--- src/rtl/mux_arb_2to1.sv ---
// mux_arb_2to1
// Two-lane buffered round-robin arbiter in front of the 2:1 byte mux output
// stage. Each lane writes into its own small FIFO. A registered output stage
// pops one byte per cycle from a non-empty FIFO. When both FIFOs hold data it
// alternates between the lanes. It honours downstream backpressure through
// ready_out.
//
// Parameters:
//   DATA_WIDTH  byte width of every data path
//   FIFO_DEPTH  entries per lane FIFO (power of two, >= 2)
//
// Ports:
//   clk         sole clock, rising edge
//   reset       asynchronous active-high reset, clears all state
//   data_in_0   lane 0 byte           valid_in_0  lane 0 byte valid
//   data_in_1   lane 1 byte           valid_in_1  lane 1 byte valid
//   ready_out   downstream accepts data_out this cycle
//   data_out    arbitrated byte (registered)
//   valid_out   data_out holds a byte (registered)
//   sel_out     source lane of data_out (registered)
//   full_0/1    lane FIFO holds FIFO_DEPTH entries
//   drop_0/1    one-cycle pulse: a valid byte was discarded on a full FIFO
module mux_arb_2to1 #(
  parameter int DATA_WIDTH = 8,
  parameter int FIFO_DEPTH = 4
) (
  input  logic                  clk,
  input  logic                  reset,
  input  logic [DATA_WIDTH-1:0] data_in_0,
  input  logic                  valid_in_0,
  input  logic [DATA_WIDTH-1:0] data_in_1,
  input  logic                  valid_in_1,
  input  logic                  ready_out,
  output logic [DATA_WIDTH-1:0] data_out,
  output logic                  valid_out,
  output logic                  sel_out,
  output logic                  full_0,
  output logic                  full_1,
  output logic                  drop_0,
  output logic                  drop_1
);

  localparam int PTR_W = $clog2(FIFO_DEPTH);
  localparam int CNT_W = PTR_W + 1;

  // The arbiter state records which lane won the most recent grant.
  typedef enum logic {
    LAST0 = 1'b0,
    LAST1 = 1'b1
  } arbState_e;

  arbState_e state_q, state_d;

  logic [DATA_WIDTH-1:0] laneData [2];
  logic [1:0]            laneValid;

  logic [DATA_WIDTH-1:0] fifoMem_q [2][FIFO_DEPTH];
  logic [PTR_W-1:0]      wrPtr_q [2];
  logic [PTR_W-1:0]      wrPtr_d [2];
  logic [PTR_W-1:0]      rdPtr_q [2];
  logic [PTR_W-1:0]      rdPtr_d [2];
  logic [CNT_W-1:0]      count_q [2];
  logic [CNT_W-1:0]      count_d [2];

  logic [1:0] full;
  logic [1:0] nonEmpty;
  logic [1:0] wrEn;
  logic [1:0] popEn;
  logic [1:0] drop_q, drop_d;

  logic                  loadOk;
  logic                  grant;
  logic [DATA_WIDTH-1:0] dataOut_q, dataOut_d;
  logic                  validOut_q, validOut_d;
  logic                  selOut_q, selOut_d;

  assign laneData[0] = data_in_0;
  assign laneData[1] = data_in_1;
  assign laneValid   = {valid_in_1, valid_in_0};

  // Lane FIFO bookkeeping. Full is judged on the registered count, so a byte
  // arriving at a full FIFO is dropped even when that FIFO is popped in the
  // same cycle. Pointers wrap for free because the depth is a power of two.
  always_comb begin
    for (int i = 0; i < 2; i++) begin
      full[i]     = (count_q[i] == CNT_W'(FIFO_DEPTH));
      nonEmpty[i] = (count_q[i] != '0);
      wrEn[i]     = laneValid[i] && !full[i];
      drop_d[i]   = laneValid[i] && full[i];
      wrPtr_d[i]  = wrPtr_q[i] + PTR_W'(wrEn[i]);
      rdPtr_d[i]  = rdPtr_q[i] + PTR_W'(popEn[i]);
      count_d[i]  = count_q[i] + CNT_W'(wrEn[i]) - CNT_W'(popEn[i]);
    end
  end

  // Arbiter and output-stage next state. The output register may take a new
  // byte when it is empty or being consumed this cycle. Emptiness is judged
  // on the registered count, so a freshly written byte waits one cycle.
  always_comb begin
    state_d    = state_q;
    popEn      = '0;
    grant      = 1'b0;
    dataOut_d  = dataOut_q;
    selOut_d   = selOut_q;
    validOut_d = validOut_q;
    loadOk     = !validOut_q || ready_out;

    // On contention the lane opposite the last grant wins. Otherwise the
    // single non-empty lane is lane 1 exactly when nonEmpty[1] is set.
    if (nonEmpty[0] && nonEmpty[1]) begin
      grant = (state_q == LAST1) ? 1'b0 : 1'b1;
    end else begin
      grant = nonEmpty[1];
    end

    if (loadOk) begin
      if (|nonEmpty) begin
        popEn[grant] = 1'b1;
        state_d      = arbState_e'(grant);
        dataOut_d    = fifoMem_q[grant][rdPtr_q[grant]];
        selOut_d     = grant;
        validOut_d   = 1'b1;
      end else begin
        validOut_d   = 1'b0;
      end
    end
  end

  // FIFO storage carries no reset; the pointers and counts define validity.
  always_ff @(posedge clk) begin
    for (int i = 0; i < 2; i++) begin
      if (wrEn[i]) begin
        fifoMem_q[i][wrPtr_q[i]] <= laneData[i];
      end
    end
  end

  // Control and output registers.
  always_ff @(posedge clk or posedge reset) begin
    if (reset) begin
      for (int i = 0; i < 2; i++) begin
        wrPtr_q[i] <= '0;
        rdPtr_q[i] <= '0;
        count_q[i] <= '0;
      end
      drop_q     <= '0;
      state_q    <= LAST1;
      dataOut_q  <= '0;
      validOut_q <= 1'b0;
      selOut_q   <= 1'b0;
    end else begin
      for (int i = 0; i < 2; i++) begin
        wrPtr_q[i] <= wrPtr_d[i];
        rdPtr_q[i] <= rdPtr_d[i];
        count_q[i] <= count_d[i];
      end
      drop_q     <= drop_d;
      state_q    <= state_d;
      dataOut_q  <= dataOut_d;
      validOut_q <= validOut_d;
      selOut_q   <= selOut_d;
    end
  end

  assign data_out  = dataOut_q;
  assign valid_out = validOut_q;
  assign sel_out   = selOut_q;
  assign full_0    = full[0];
  assign full_1    = full[1];
  assign drop_0    = drop_q[0];
  assign drop_1    = drop_q[1];

endmodule
--- config.mk ---
export PLATFORM = sky130hd
export DESIGN_NAME = mux_arb_2to1
export DESIGN_NICKNAME = d
export VERILOG_FILES = /design/src/rtl/mux_arb_2to1.sv
export SDC_FILE = /design/constraint.sdc
export NUM_CORES = 1
export LEC_CHECK = 0
export ABC_AREA = 1
export BUFFER_PORTS_ARGS = -buffer_cell sky130_fd_sc_hd__buf_2
export CORE_UTILIZATION = 46
export DETAILED_ROUTE_END_ITERATION = 8
export SETUP_SLACK_MARGIN = 0.02
export SLEW_MARGIN = 20
export SYNTH_ARGS = -nofsm -noshare
export SYNTH_HDL_FRONTEND = slang
export SYNTH_SLANG_ARGS = --single-unit
export TNS_END_PERCENT = 20
--- constraint.sdc ---
create_clock -name clk -period 4.65 [get_ports clk]
set_input_delay 0.2325 -clock clk [delete_from_list [all_inputs] [get_ports clk]]
set_output_delay 0.2325 -clock clk [all_outputs]
set_load 0.05 [all_outputs]
## Yosys cells after proc, flatten, opt, wreduce, memory -nomap -nowiden

Memory sizes are Yosys's and may differ from the RTL's.
Cells that the tools add are included.

- Add/sub/neg operators: 8
- $lt $le $gt $ge: 8
- Equal/unequal tests: 2
- Mux-type cells: 21
- Bitwise logic cells: 4
- Reduce and logical (&&, ||, !) cells: 16

Operator list:

| cell | number |
|---|---|
| 32-bit 2-to-1 mux | 2 |
| 8-bit demux with 2-bit select | 2 |
| 8-bit 2-to-1 mux | 4 |
| 8-bit binary-select mux with 2-bit select | 1 |
| 2-bit 2-to-1 mux | 5 |
| 3-bit greater-or-equal comparator (second input constant) | 3 |
| 2-bit NOT with 3-bit output | 3 |
| 2-bit by 1-bit adder with 2-bit output | 4 |
| 1-bit logical AND | 8 |
| 3-bit by 1-bit adder with 3-bit output | 2 |
| 3-bit == test (second input constant) | 2 |
| 3-bit by 1-bit less-than comparator with 1-bit output (second input constant) | 2 |
| 1-bit 2-to-1 mux | 6 |
| 3-bit nonzero test | 2 |
| 3-bit by 1-bit subtractor with 3-bit output | 2 |
| 1-bit zero test | 3 |
| 2-bit greater-or-equal comparator (second input constant) | 1 |
| 1-bit by 2-bit less-than comparator with 1-bit output (second input constant) | 1 |
| 1-bit NOT with 2-bit output | 1 |
| 2-bit AND reduction | 1 |
| 2-bit OR reduction | 1 |
| 1-bit demux with 1-bit select | 1 |
| 1-bit greater-or-equal comparator (second input constant) | 1 |
| 1-bit logical OR | 1 |

- Bits in registers: 27
- Memory bits (writable): 64
- Input port bits: 21
- Output and inout port bits: 14
- Word-level logic and storage cells: 71
- Memories kept: 1

Memories:

| memory | depth | bits a word | rd ports | clocked after Yosys merged registers in | wr ports | RTL line | text |
|---|---|---|---|---|---|---|---|
| fifoMem_q | 2 | 32 | 1 | 0 | 2 | 57 | `logic [DATA_WIDTH-1:0] fifoMem_q [2][FIFO_DEPTH];` |

## Logic depth before layout (Yosys ltp)

Gate-level depths: netlist of the first run.

- Depth in word-level cells: 11
- Depth in mapped cells: 13
- Mapped depth without buffers: 12

## Least setup slack after synthesis of the first run

Ideal clock, no wire load.

- Kind: reg-to-reg
- From: register count_q[1] (netlist name)
- To: register count_q[2] (netlist name)
- Library setup time: 0.122 ns
- Data arrival time: 2.451 ns
- Data required time: 4.528 ns
- Setup slack: 2.078 ns
- Stages on the path, launching flop included: 11
- Buffers on the path: 0
- Period minus slack after synthesis: 2.572 ns
- Cell sequence: dfrtp_1 inv_1 nand2_1 nor2_1 nor2_1 inv_1 xor2_1 ha_1 inv_1 fa_1 xor2_1

RTL lines:

| item | RTL line | text |
|---|---|---|
| start: declaration | 62 | `logic [CNT_W-1:0] count_q [2];` |
| start signal: indexed assignment | 155 | `count_q[i] <= count_d[i];` |

==> results.json, run 1 <==
{
  "drtAntennaViolNets": 0,
  "cts_buffers": 9,
  "dieArea_sq_mm": 0.009000,
  "grt_max_degree": 38,
  "wl_per_cell_um": 14.37,
  "slowest_stage": "dfrtp_1",
  "worst_path_most_repeated_cell": "inv_1",
  "async_flop_share_pct": 29.67,
  "r2r_cells": 10,
  "cts_setup_buffers": 0,
  "holdWs_ns": 0.07610,
  "synth_edf_count": 64,
  "drc": 0,
  "chipHeight_um": 94.87,
  "netlist_instances": 383,
  "hold_path.class": "in -> reg",
  "avgViaCountPerCell": 4.905,
  "clkTransAtPathRegs_ns": 0.09,
  "via_count": 2629,
  "cts-root-buf": "clkbuf_8",
  "syn_area_sq_mm": 0.003968,
  "cap_violations": 0,
  "synthXorXnorAreaFrac_pct": 1.766,
  "die_w_um": 94.87,
  "layout_common_cells": "nand2_1 (175), edfxtp_1 (64), buf_2 (34), nand3_1 (33), dfrtp_1 (26)",
  "status": "finished clean",
  "start_util_pct": 47.81,
  "critPathArrivalTime_ns": 2.83,
  "setup_tns_ns": 0,
  "seq_area_frac_synth_pct": 65.50,
  "clockBufferDepth": 2,
  "fin_skew_ns": 0.007017,
  "drtIter0Drc": 166,
  "finalHoldViolations": 0,
  "p_per_area_mw_per_mm2": 746.4,
  "overflow": 0,
  "peakVddDrop_mv": 0.2789,
  "coreArea_sq_mm": 0.008299,
  "rsz0062_at_grt": "no",
  "multi_input_area_sq_mm": 0.001201,
  "cts_hold_buf": 0,
  "synthMuxAreaShare_pct": 0,
  "crit_buf_inv": 3,
  "cts-htree-levels": 3,
  "numPortBuffers": 34,
  "layout_commonest_cell": "nand2_1",
  "reg2reg_from": "count_q[1]",
  "synth-simple-area-share_pct": 25.58,
  "yosys_most_used_dff": "edfxtp_1",
  "wirelength_mm": 7.703,
  "diodes": 0,
  "worstMarginPinSlew_ns": 0.5536,
  "yosysUniqueCellTypes": 26,
  "required_ns": 4.90,
  "grt_pass1_vias": 2545,
  "end_kind": "flip-flop",
  "cts_sinks": 91,
  "period_share_pct": 55.32,
  "setup_viol": 0,
  "synth_fa_ha_area_share_pct": 2.271,
  "cp_slowest_stage_delay_ns": 0.42,
  "crit_fanout": 37,
  "fin_nets": 453,
  "first_pass_iters": 6,
  "final_layout_size_suffix_gt1_share_pct": 17.17,
  "regArea_sq_mm": 0.002599,
  "cp_cell_sequence": "inv_1, nand3_4, nand2_8, inv_1, nand2_1, xor2_1, ha_1, inv_1, fa_1, xor2_1",
  "cts.repair.resized": 0,
  "grt_pass1_wl_mm": 12.37,
  "crit_type": "reg -> reg",
  "synth_top_family_by_area": "simple AND/OR/NAND/NOR gates",
  "slew_violations": 0,
  "timing.rr.end": "count_q[2]",
  "antenna_found_initial": 0,
  "ys_seq_elements": 91,
  "areaGrowthSynthToFinish_pct": 13.28,
  "ios": 35,
  "worstSetupStartpointType": "flip-flop",
  "p_leak_nw": 2.081,
  "synth-compound-area-share_pct": 0.6623,
  "max_freq_mhz": 388.7,
  "grt_use_total_pct": 19.20,
  "clkLatencyLatePin_ns": 0.36,
  "min_path_cells": 1,
  "period_needed_ns": 2.573,
  "path_delay_family": "simple AND/OR/NAND/NOR gates",
  "hold_path_end": "fifoMem_q[1][20]",
  "nFillCells": 731,
  "slew_headroom_pct": 63.04,
  "reg2reg_slack_ns": 2.08,
  "syn_nets": 410,
  "row_count": 33,
  "hpwl_mm": 5.478,
  "yosysWarningCount": 0,
  "hold_start": "data_in_1[4]",
  "synth_area_per_cell_sq_um": 10.36,
  "cts_tree": "built",
  "gp_congestion": 0.8389
}
worst max path at each step:
stage | startpoint | end | slack (ns) | cells after the start
detailed placement | count_q[1] | count_q[2] | 2.07 | 10
global route | count_q[1] | count_q[2] | 1.82 | 10
floorplan | count_q[1] | count_q[2] | 2.08 | 10
CTS | count_q[1] | count_q[2] | 2.06 | 10
global placement | count_q[1] | count_q[2] | 2.12 | 10
finish | count_q[1] | count_q[2] | 2.08 | 10
report_power, final:
part           switching [W]  leakage, nW  internal (W)
clock network       0.000285        0.106      0.000306
logic                0.00109         1.06      0.000445
registers           0.000110        0.911       0.00111
total                0.00149         2.08       0.00187
kinds of logic (layout without fill, tap and decap cells):
family,Yosys count,count (layout)
buffers and inverters,36,84
adder cells (fa/ha/maj),6,6
XOR/XNOR,8,8
AND/OR/NAND/NOR,239,239
AO/OA/AOI/OAI,3,3
flip-flops,91,91
synth_stat cells (2+ instances only):
master    instances  area (sq um)
nand3_1          33         165.2
xor2_1            7         61.31
nor2_1           11         41.29
nand2_4           2         22.52
nand2_2           4         25.02
fa_1              2         40.04
buf_4             2         15.01
nand2_1         175         656.9
buf_6             2         22.52
edfxtp_1         64          1922
ha_1              4         50.05
dfrtp_1          26         650.6
nor3_1           10         50.05
inv_2             2         7.510
inv_1            21         78.83
buf_2             8         40.04
cell type report:
cell class	instances	area share, %
clock buffers	9	2.756
flip-flops and latches	91	57.82
multi-input cells	256	26.73
well taps	105	2.923
inverters	24	2.004
clock inverters	7	2.255
repair buffers	44	5.512
registers in the layout (all words and copies together) (netlist names):
register   flops
fifoMem_q     64
drop_q         2
wrPtr_q        4
count_q        6
valid_out      1
sel_out        1
state_q        1
rdPtr_q        4
data_out       8
layer usage:
layer,track usage [%],wire [um],part of all wire (%)
met1,23.80,3401,44
met2,32.55,3817,50
met3,3.623,326,4.2
met4,8.586,157,2.0
met5,0,0,0
metrics by stage:
step | area [sq um] | cells | setup WS (ns) | utilization (%) | power (W)
after floorplan | 3968 | 383 | 2.078 | - | 0.002456
after global placement | 4259 | 519 | 2.117 | 51.32 | 0.002765
after detailed placement | 4259 | 519 | 2.072 | 51.32 | 0.002782
after CTS | 4484 | 535 | 2.064 | 54.03 | 0.003375
after global routing | 4494 | 536 | 1.823 | 54.15 | 0.003642
final | 4494 | 536 | 2.077 | 54.15 | 0.003355
Note: power is estimated with default switching activity, not from simulation.
==> inputs of run 2 (changes only) <==
--- a/config.mk
+++ b/config.mk
@@ -5,7 +5,7 @@
 export SDC_FILE = /design/constraint.sdc
 export NUM_CORES = 1
 export LEC_CHECK = 0
-export ABC_AREA = 1
+export ABC_AREA = 0
 export BUFFER_PORTS_ARGS = -buffer_cell sky130_fd_sc_hd__buf_2
 export CORE_UTILIZATION = 46
 export DETAILED_ROUTE_END_ITERATION = 8
==> constraint.sdc (replaced) <==
create_clock -name clk -period 2.45 [get_ports clk]
set_input_delay 0.1225 -clock clk [delete_from_list [all_inputs] [get_ports clk]]
set_output_delay 0.1225 -clock clk [all_outputs]
set_load 0.05 [all_outputs]
==> results.json, run 2 <==
{
  "status": "finished clean",
  "worstMarginPinSlew_ns": 0.6848,
  "yosysWarningCount": 0,
  "pwr-share-seq_pct": 46.6,
  "seq_area_frac_synth_pct": 72.50,
  "syn_area_sq_mm": 0.003585,
  "drc": 0,
  "first_pass_iters": 5,
  "fin_cells": 376,
  "cts_sinks": 91,
  "synth_edf_count": 64,
  "path_delay_family": "simple AND/OR/NAND/NOR gates",
  "yosysMostFrequentCell": "edfxtp_1",
  "antenna_found_initial": 0,
  "clkTransAtPathRegs_ns": 0.09,
  "fin_skew_ns": 0.006048,
  "yosys-top-cells-count": "edfxtp_1 (64), dfrtp_1 (26), nand2_1 (22), mux4_2 (16), nor2_1 (11)",
  "cts-root-buf": "clkbuf_8",
  "cts_buffers": 9,
  "dp.cells": 341,
  "worst_path_most_repeated_cell": "xnor2_1",
  "via_count": 1886,
  "cts-htree-levels": 3,
  "wl_per_cell_um": 16.40,
  "dieArea_sq_mm": 0.008150,
  "hold_path.class": "in -> reg",
  "end_kind": "flip-flop",
  "final.setup.worst_slack_ns": 0.1746,
  "p_per_area_mw_per_mm2": 1236,
  "setup_viol": 0,
  "ys_seq_elements": 91,
  "worstSetupStartpointType": "flip-flop",
  "synth_area_per_cell_sq_um": 17.57,
  "cp_cell_sequence": "or3_4, a21oi_4, nand2_4, xnor2_2, ha_1, inv_1, fa_1, xnor2_1, xnor2_1",
  "synth_area_leader_cell": "edfxtp_1",
  "cts_tree": "built",
  "grt_pass1_wl_mm": 10.05,
  "hpwl_mm": 4.073,
  "final_layout_size_suffix_gt1_share_pct": 31.41,
  "finalHoldViolations": 0,
  "p_sw_share_pct": 36.51,
  "fin_nets": 299,
  "period_needed_ns": 2.275,
  "yosys-top-cells-area": "edfxtp_1 (54%), dfrtp_1 (18%), mux4_2 (10%), nand2_1 (2.3%), xnor2_1 (2.0%)",
  "grt_pass1_vias": 1950,
  "layout_commonest_cell": "edfxtp_1",
  "synth_top_cell_area_share_pct": 53.61,
  "period_share_pct": 92.87,
  "rsz0062_at_grt": "no",
  "p_switching_w": 0.001961,
  "diodes": 0,
  "gp_congestion": 0.7248,
  "final_cell_area_sq_mm": 0.004345,
  "required_ns": 2.70,
  "grt_max_degree": 28,
  "drtAntennaViolNets": 0,
  "yosys_most_used_dff": "edfxtp_1",
  "crit_fanout": 5,
  "crit_buf_inv": 1,
  "max_freq_mhz": 439.5,
  "layout_common_cells": "edfxtp_1 (64), buf_2 (34), dfrtp_1 (26), nand2_1 (22), dlygate4sd3_1 (19)",
  "intPower_w": 0.003409,
  "coreArea_sq_mm": 0.007408,
  "slew_headroom_pct": 54.08,
  "critPathArrivalTime_ns": 2.52,
  "pre_cts_slack_ns": 0.1428,
  "multi_input_area_sq_um": 960.9,
  "grt_use_total_pct": 17.09,
  "clkPwrFrac_pct": 19.0,
  "cts_setup_buffers": 0,
  "wirelength_mm": 6.167,
  "die_w_um": 90.28,
  "clkLatencyLatePin_ns": 0.36,
  "drtIter0Drc": 140,
  "nFillCells": 607,
  "numPortBuffers": 34,
  "row_count": 31,
  "ios": 35,
  "p_leak_nw": 1.658,
  "regArea_sq_mm": 0.002599,
  "chipHeight_um": 90.28,
  "slew_violations": 0,
  "crit_type": "reg -> reg",
  "avgViaCountPerCell": 5.016,
  "cap_violations": 0,
  "dpl-instance-area_sq_mm": 0.003948,
  "cp_slowest_stage_delay_ns": 0.44,
  "peakVddDrop_mv": 0.6013,
  "yosysUniqueCellTypes": 34,
  "start_util_pct": 48.39,
  "netlist_instances": 204,
  "overflow": 0,
  "slowest_stage": "or3_4",
  "pwr-share-comb_pct": 34.5,
  "syn_nets": 231,
  "largest_reg_flops": 64,
  "setup_tns_ns": 0,
  "areaGrowthSynthToFinish_pct": 21.22,
  "async_flop_share_pct": 29.67,
  "clockBufferDepth": 2
}
==> run 2: routing by layer <==
| metal | share of wire, % | vias to the layer above | wire [um] | global-route usage (%) |
|---|---|---|---|---|
| met5 | 0 | - | 0 | 0 |
| met4 | 2.3 | 0 | 140 | 9.677 |
| met3 | 4.0 | 10 | 246 | 3.199 |
| met2 | 48 | 50 | 2979 | 25.95 |
| met1 | 45 | 927 | 2801 | 23.37 |
| li1 | - | 899 | - | - |
==> run 2: kinds of logic (layout without fill, tap and decap cells) <==
kind of cell | Yosys count | count (layout) | share of synthesized area (%)
flops | 91 | 91 | 72.50
simple gates | 52 | 52 | 7.539
mux | 16 | 16 | 10.05
compound gates | 15 | 15 | 3.177
buf+inv | 13 | 86 | 1.536
xor+xnor | 11 | 11 | 2.688
fa+ha+maj | 6 | 6 | 2.513
==> run 2: worst paths after layout <==
| kind | from | to | slack [ns] | cells past startpoint |
|---|---|---|---|---|
| max reg2reg | count_q[5] | count_q[2] | 0.17 | 9 |
| min in group asynchronous | reset | valid_out | 0.38 | 4 |
| max in group asynchronous | reset | state_q | 1.76 | 4 |
| min reg2reg | count_q[5] | count_q[5] | 0.53 | 1 |
| max | count_q[5] | count_q[2] | 0.17 | 9 |
| min | ready_out | valid_out | 0.27 | 3 |
==> run 2: repair_timing <==
item	CTS	global route
hold endpoints to repair	92	0
hold buffers	19	0
resized for setup	0	1
setup endpoints to repair	0	1
==> run 2: metrics by stage <==
step | util (%) | power [W] | hold slack (ns)
after detailed placement | 53.28 | 0.004388 | 0.2081
after floorplan | - | 0.003859 | 0.1745
after CTS | 58.55 | 0.005442 | 0.2506
final | 58.66 | 0.005370 | 0.2666
after global routing | 58.66 | 0.005711 | 0.3367
after global placement | 53.28 | 0.004362 | 0.2056
==> run 2: final cells by class <==
cell class	instances	share of cell area, %
flip-flops and latches	91	59.80
clock buffers	9	2.851
well taps	99	2.851
repair buffers	63	10.02
multi-input cells	100	22.11
inverters	7	0.6047
clock inverters	7	1.756
==> run 2: power by group through the flow <==
stage | registers (W) | logic [W] | clock network (W)
floorplan | 0.00263 | 0.00122 | 0
global placement | 0.00254 | 0.00182 | 0
detailed placement | 0.00255 | 0.00184 | 0
CTS | 0.00252 | 0.00188 | 0.00105
global route | 0.00257 | 0.00203 | 0.00111
finish | 0.00250 | 0.00185 | 0.00102
==> run 2: tightest hold or removal path: stages <==
cell,delay [ns]
buf_2,0.07
nand2b_1,0.27
nand3_1,0.11
